$ cat src/rtl/gpio_input_filter.sv
// Per-line GPIO conditioning: two-flop synchroniser, counter debounce, registered rise/fall pulses.
// Latency io_in -> din is 2 + max(filt_len,1) cycles; no backpressure, every line updates every cycle.
module gpio_input_filter #(
  parameter int WIDTH = 32,
  parameter int CNT_W = 8
) (
  input  logic             clk,
  input  logic             rst,
  input  logic [WIDTH-1:0] io_in,
  input  logic [WIDTH-1:0] filter_en,
  input  logic [CNT_W-1:0] filt_len,
  output logic [WIDTH-1:0] din,
  output logic [WIDTH-1:0] rise,
  output logic [WIDTH-1:0] fall
);

  logic [WIDTH-1:0] sync1_q;
  logic [WIDTH-1:0] sync2_q;
  logic [WIDTH-1:0] din_q;
  logic [WIDTH-1:0] din_d;
  logic [WIDTH-1:0] rise_q;
  logic [WIDTH-1:0] fall_q;
  logic [CNT_W-1:0] cnt_q [WIDTH];
  logic [CNT_W-1:0] cnt_d [WIDTH];
  logic [CNT_W:0]   len_ext;
  logic [CNT_W:0]   cnt_inc;

  assign len_ext = {1'b0, filt_len};

  // The extra compare bit keeps cnt+1 from wrapping, so filt_len of 0 or 1 degenerates to bypass.
  always_comb begin
    din_d   = din_q;
    cnt_inc = '0;
    for (int i = 0; i < WIDTH; i++) begin
      cnt_d[i] = '0;
      cnt_inc  = {1'b0, cnt_q[i]} + {{CNT_W{1'b0}}, 1'b1};
      if (!filter_en[i]) begin
        din_d[i] = sync2_q[i];
      end else if (sync2_q[i] != din_q[i]) begin
        if (cnt_inc >= len_ext) begin
          din_d[i] = sync2_q[i];
        end else begin
          cnt_d[i] = cnt_inc[CNT_W-1:0];
        end
      end
    end
  end

  always_ff @(posedge clk or posedge rst) begin
    if (rst) begin
      sync1_q <= '0;
      sync2_q <= '0;
      din_q   <= '0;
      rise_q  <= '0;
      fall_q  <= '0;
      for (int i = 0; i < WIDTH; i++) begin
        cnt_q[i] <= '0;
      end
    end else begin
      sync1_q <= io_in;
      sync2_q <= sync1_q;
      din_q   <= din_d;
      rise_q  <= din_d & ~din_q;
      fall_q  <= ~din_d & din_q;
      for (int i = 0; i < WIDTH; i++) begin
        cnt_q[i] <= cnt_d[i];
      end
    end
  end

  assign din  = din_q;
  assign rise = rise_q;
  assign fall = fall_q;

endmodule

$ cat config.mk
export PLATFORM = sky130hd
export DESIGN_NAME = gpio_input_filter
export DESIGN_NICKNAME = d
export VERILOG_FILES = /design/src/rtl/gpio_input_filter.sv
export SDC_FILE = /design/constraint.sdc
export NUM_CORES = 1
export LEC_CHECK = 0
export CORE_UTILIZATION = 55
export DETAILED_ROUTE_END_ITERATION = 16
export PLACE_DENSITY = 0.82
export SLEW_MARGIN = 10
export SYNTH_ARGS = -nofsm -noshare
export SYNTH_HDL_FRONTEND = slang
export SYNTH_SLANG_ARGS = --single-unit
$ cat constraint.sdc
create_clock -name clk -period 41 [get_ports clk]
set_clock_uncertainty 0.05 [all_clocks]
set_input_delay 8.2 -clock clk [delete_from_list [all_inputs] [get_ports clk]]
set_output_delay 8.2 -clock clk [all_outputs]
set_load 0.02 [all_outputs]
==> metrics.cfg <==
[synthesis]
syn-num-nets = 2382
synth-edff-count = 0
synth_warnings = 0
syn_inst = 2020
synth_flop_cell = dfrtp_1
yosysSeqAreaShare = 0.460
async_flop_share = 1.00
netlist_area_sq_um = 22600
ys_ff_latch = 416
ys_types = 58
syn_area_per_cell_sq_um = 11.2

[global_routing]
track_usage = 0.238
antenna_found_initial = 0
grt_pass1_wl_mm = 80.2
grt_max_degree = 187
overflow = 0
grt_pass1_vias = 16523

[cts]
clock_path_buffers = 3
insertion_delay_ps = 580
cts_setup_buffers = 0
clkSinkCount = 416
h-tree-depth = 2
cts_tree = yes
ctsResizeCount = 0
cts_hold_buf = 0
cts_made_buffers = 46
cts.clk_slew.worst_paths_ps = 60
clockRootBuffer = clkbuf_16

[die]
start_util = 0.563
io_pins = 170
dieArea_sq_um = 42000
rows = 73
die_h_microns = 205
die_x_microns = 205
core-area_sq_um = 40200

[timing]
relSlewSlack = 0.277
fin_crit_ps = 10550
finalSetupViolCount = 0
max_freq_ghz = 0.0948
rsz0062_at_grt = false
finalSetupTns_ps = 0
tightest_slew_ps = 1080
final_hold_viol_count = 0
post-route-period-util = 0.257
drv_slew = 0

[worst_setup_path]
end_kind = flop
cp.arrival_ps = 10960
crit_slowest_cell = inv_2
cp_top_family = buffers and inverters
path_cells = clkdlybuf4s50_1 -> inv_2 -> ha_1 -> o21ai_0 -> a21oi_1 -> o41ai_1 -> nand3_1 -> mux2_2
crit_buf_inv = 2
required_ps = 41400
start_kind = primary input
cp_slowest_stage_delay_ps = 760
cp_max_fo = 32
critPathKind = in2reg

[layout]
syn_to_final_growth_pct = 17.1
fin_util = 0.659
final_cells = 2793
diodes = 0
final_net_count = 2599
finalInstanceArea_sq_um = 26500
drive_gt1_frac = 0.0719

[placed_design]
placed_cells = 2714
dpl_cell_area_sq_um = 25000
gp_congestion = 0.820
dpl.hpwl_mm = 31.9
port_buffers = 169

[detailed_routing]
dr_total_vias = 15857
antenna_left = 0
vias_per_cell = 5.68
wl_per_cell_microns = 17.2
firstDrtPassIters = 7
routed_wl_mm = 48.1
drtIter0Drc = 691
drc_errors = 0

[power_and_ir_drop]
p_leak_nw = 12.9
powerDensity_nw_per_um2 = 36.7
ir_drop_mv = 0.0260

[min_path]
hold_class = reg2reg

[status]
outcome = finished, final reports clean

[flow_run]
maxCapViolations = 0

path summary, 6_finish.rpt:
path / startpoint / endpoint / slack [ps] / cells after the start
min in group asynchronous: rst / rise[22] / 8070 / 2
worst min-delay path: sync1_q[9] / sync2_q[9] / 290 / 0
worst min register to register: sync1_q[9] / sync2_q[9] / 290 / 0
worst max-delay path: filt_len[1] / din[13] / 30450 / 8
max in group asynchronous: rst / cnt_q[101] / 30570 / 4
worst max register to register: cnt_q[24] / din[28] / 38010 / 10
Yosys cell counts, types with 9 or more instances:
cell | n | area [sq um]
dfrtp_1 | 416 | 10400
ha_1 | 288 | 3600
nor2b_1 | 131 | 820
nand3_1 | 129 | 646
nor2_1 | 120 | 450
xnor2_1 | 114 | 998
xor2_1 | 109 | 955
nand2_1 | 106 | 398
nor3b_1 | 76 | 571
and3_1 | 72 | 450
inv_1 | 55 | 206
a21oi_1 | 50 | 250
nor3_1 | 35 | 175
nand2b_1 | 30 | 188
nand4_1 | 28 | 175
mux2_2 | 26 | 293
and3b_1 | 25 | 219
nor2b_2 | 18 | 158
a21o_1 | 15 | 113
o211ai_1 | 14 | 105
o221ai_1 | 13 | 114
o21ai_1 | 10 | 50.1
a31oi_1 | 9 | 56.3
and4_1 | 9 | 78.8
o21ai_0 | 9 | 45.0
where the power goes:
group	leakage (nW)	internal [W]	switching [W]
clock	0.734	0.000247	0.000166
combinational	6.61	0.0000521	0.0000668
sequential	5.52	0.000426	0.0000151
cells by family (layout without fill, tap and decap cells):
logic type      Yosys count  count (layout)  synth area share
mux                      32              32            0.0161
flops                   416             416             0.460
simple gates            810             810             0.203
xor+xnor                223             223            0.0863
buf+inv                  62             310            0.0108
fa+ha+maj               288             288             0.159
compound gates          189             189            0.0640
routing by layer:
layer / vias up / wire length [microns] / global-route usage
met1: 7810 / 20800 / 0.295
met3: 114 / 1800 / 0.0352
met2: 281 / 23900 / 0.413
met5: - / 0 / 0
li1: 7652 / - / -
met4: 0 / 1620 / 0.100
through the flow:
step | setup slack [ps] | hold slack, ps | power [W]
floorplan | 21170 | 281 | 0.000520
global placement | 29910 | 282 | 0.000562
detailed placement | 29850 | 285 | 0.000568
CTS | 30450 | 296 | 0.000983
global route | 30150 | 309 | 0.00101
finish | 30450 | 294 | 0.000973
sequential cells by signal (all words and copies together) (netlist names):
register,flops
cnt_q,256
rise,32
sync2_q,32
din,32
sync1_q,32
fall,32
layout by cell type (no fill, tap or decap), types with 76 or more instances in the layout:
cell and instances:
ha_1 288, xnor2_1 114, xor2_1 109, clkdlybuf4s50_1 168, nor2_1 120, nor2b_1 131, nor3b_1 76, nand2_1 106
nand3_1 129, dfrtp_1 416
final cells by class:
type / count / area [sq um]
sequential: 416 / 10400
tap: 525 / 657
clock inverter: 15 / 184
inverter: 55 / 214
clock buffer: 64 / 1310
timing repair buffer: 176 / 1750
multi-input combinational: 1542 / 12000
fill: 3047 / 13700
Power figures use the tool's default switching activity.
==> edit (config.mk and constraints unchanged) <==
Put one more register stage on the output `fall`, cleared by the reset. The value now appears one clock later. The other outputs are not delayed to match. Comments in the files are not updated.
--- a/src/rtl/gpio_input_filter.sv
+++ b/src/rtl/gpio_input_filter.sv
@@ -70,7 +70,13 @@
 
   assign din  = din_q;
   assign rise = rise_q;
-  assign fall = fall_q;
+  always_ff @(posedge clk or posedge rst) begin
+    if (rst) begin
+      fall <= '0;
+    end else begin
+      fall <= fall_q;
+    end
+  end
 
 endmodule
 
Behaviour: not the same (Yosys sat finds a counterexample within 10 cycles, from zero or initial values and one cycle with rst high).
==> edit against the unedited design <==
Non-clock buffer count is 3 higher; routed wire length is 1.4% higher; power is 10% higher; sequential cell count is 32 higher; critical path depth is 1 lower; design area is 4.3% higher; area after synthesis is 3.5% higher; worst setup slack better by 0.042 ns; largest cell class unchanged; largest power group is now the clock network; highest routed layer is now met5.
==> edit: results (changes against the unedited design) <==
metric;value;unit;change
status;finished clean;;unchanged
fillcell total;3036;;was 3047
Wirelength per Cell;17.1;um;was 17.2 um
setup bufs post-CTS;0;;unchanged
Most flops, register;cnt_q;;unchanged
Net count, final;2637;;was 2599
Max VDD drop;0.0000271;V;was 0.0000260 V
H-Tree Level Count;2;;unchanged
GPL Wtd Cong;0.856;;was 0.820
ys async rst share;100;%;unchanged
switching share of power;24.5;%;was 25.4%
dpl ws;29.80;ns;was 29.85 ns
synthesized area per cell;11.4;um^2;was 11.2 um^2
actual slew at the worst max-slew pin;1.04;ns;was 1.08 ns
part of the Yosys area used for sequential elements;47.9;%;was 46.0%
max reg flops;256;;unchanged
Synth cell types;58;;unchanged
Clock Tree Buf Depth;3;;unchanged
placed cell count;2763;;was 2714
first-pass GRT wire length;81700;um;was 80200 um
DR vias/cell;5.65;;was 5.68
CP max FO;32;;unchanged
top cells by area, synth;dfrtp_1, ha_1, xnor2_1;;unchanged
IO Port Bufs;169;;unchanged
Num CTS Buffers;49;;was 46
number of global-route vias before repair;16800;;was 16.5k
peak per-stage delay on the critical path;0.74;ns;was 0.76 ns
Ant. Diodes;0;;unchanged
LEAKAGE;13.5;nW;was 12.9 nW
DRT Pass-1 Iters;6;;was 7
Arr. time, crit path;10.93;ns;was 10.96 ns
DP HPWL;32200;um;was 31900 um
top cells by count, synth;dfrtp_1, ha_1, nor2b_1;;unchanged
aggregate routed wire length;48700;um;was 48100 um
initial antenna violation count;1;;was 0
clock latency on the worst-skew pair;0.58;ns;about the same
share of layout cells above drive strength 1;7.87;%;was 7.19%
GRT Total Usage;23.0;%;was 23.8%
Synth Net Count;2414;;was 2382
placed cell areas;25800;um^2;was 25000 um^2
largest net degree at the start of global routing;170;;was 187
initial DRC count;743;;was 691
edit: cell count changes after synthesis, sizes merged:
| cell | delta |
|---|---|
| dfrtp | +32 |
edit: path summary, 6_finish.rpt:
check                             from     endpoint  slack, ns  cells past startpoint
min in group asynchronous          rst  sync1_q[18]       8.11                      2
hold / removal             sync1_q[10]  sync2_q[10]       0.29                      0
setup / recovery           filt_len[2]      din[26]      30.49                      7
max in group asynchronous          rst   cnt_q[178]      30.56                      4
hold reg to reg            sync1_q[10]  sync2_q[10]       0.29                      0
setup reg to reg             cnt_q[24]      din[28]      38.00                     10
edit: metal layers:
metal | vias to the layer above | global-route usage [%] | part of all wire, %
li1 | 7771 | - | -
met1 | 7956 | 29.1 | 43
met2 | 281 | 39.5 | 49
met3 | 117 | 3.41 | 3.7
met4 | 2 | 9.68 | 3.5
met5 | - | 0 | 0.027
edit: cell type report:
class                      instances  area (um^2)  area share [%]
clock buffer                      68         1460            5.28
clock inverter                    22          327            1.18
inverter                          55          214           0.774
multi-input combinational       1542        12000            43.3
sequential                       448        11200            40.6
tap                              539          674            2.44
timing repair buffer             179         1770            6.42
edit: cell families after synthesis:
logic type / after synthesis / synth area share [%]
muxes: 32 / 1.55
xor gates and xnor gates: 223 / 8.34
AOI/OAI and AO/OA: 189 / 6.18
adders and majority gates: 288 / 15.4
buffers and inverters: 62 / 1.04
DFF: 448 / 47.9
and+or+nand+nor: 810 / 19.6
edit: power by group through the flow:
stage	Combinational [mW]	Clock, mW	Sequential [mW]
after global routing	0.133	0.506	0.478
after detailed placement	0.120	0	0.483
after floorplan	0.0669	0	0.488
final	0.119	0.479	0.475
after CTS	0.121	0.489	0.475
after global placement	0.115	0	0.482
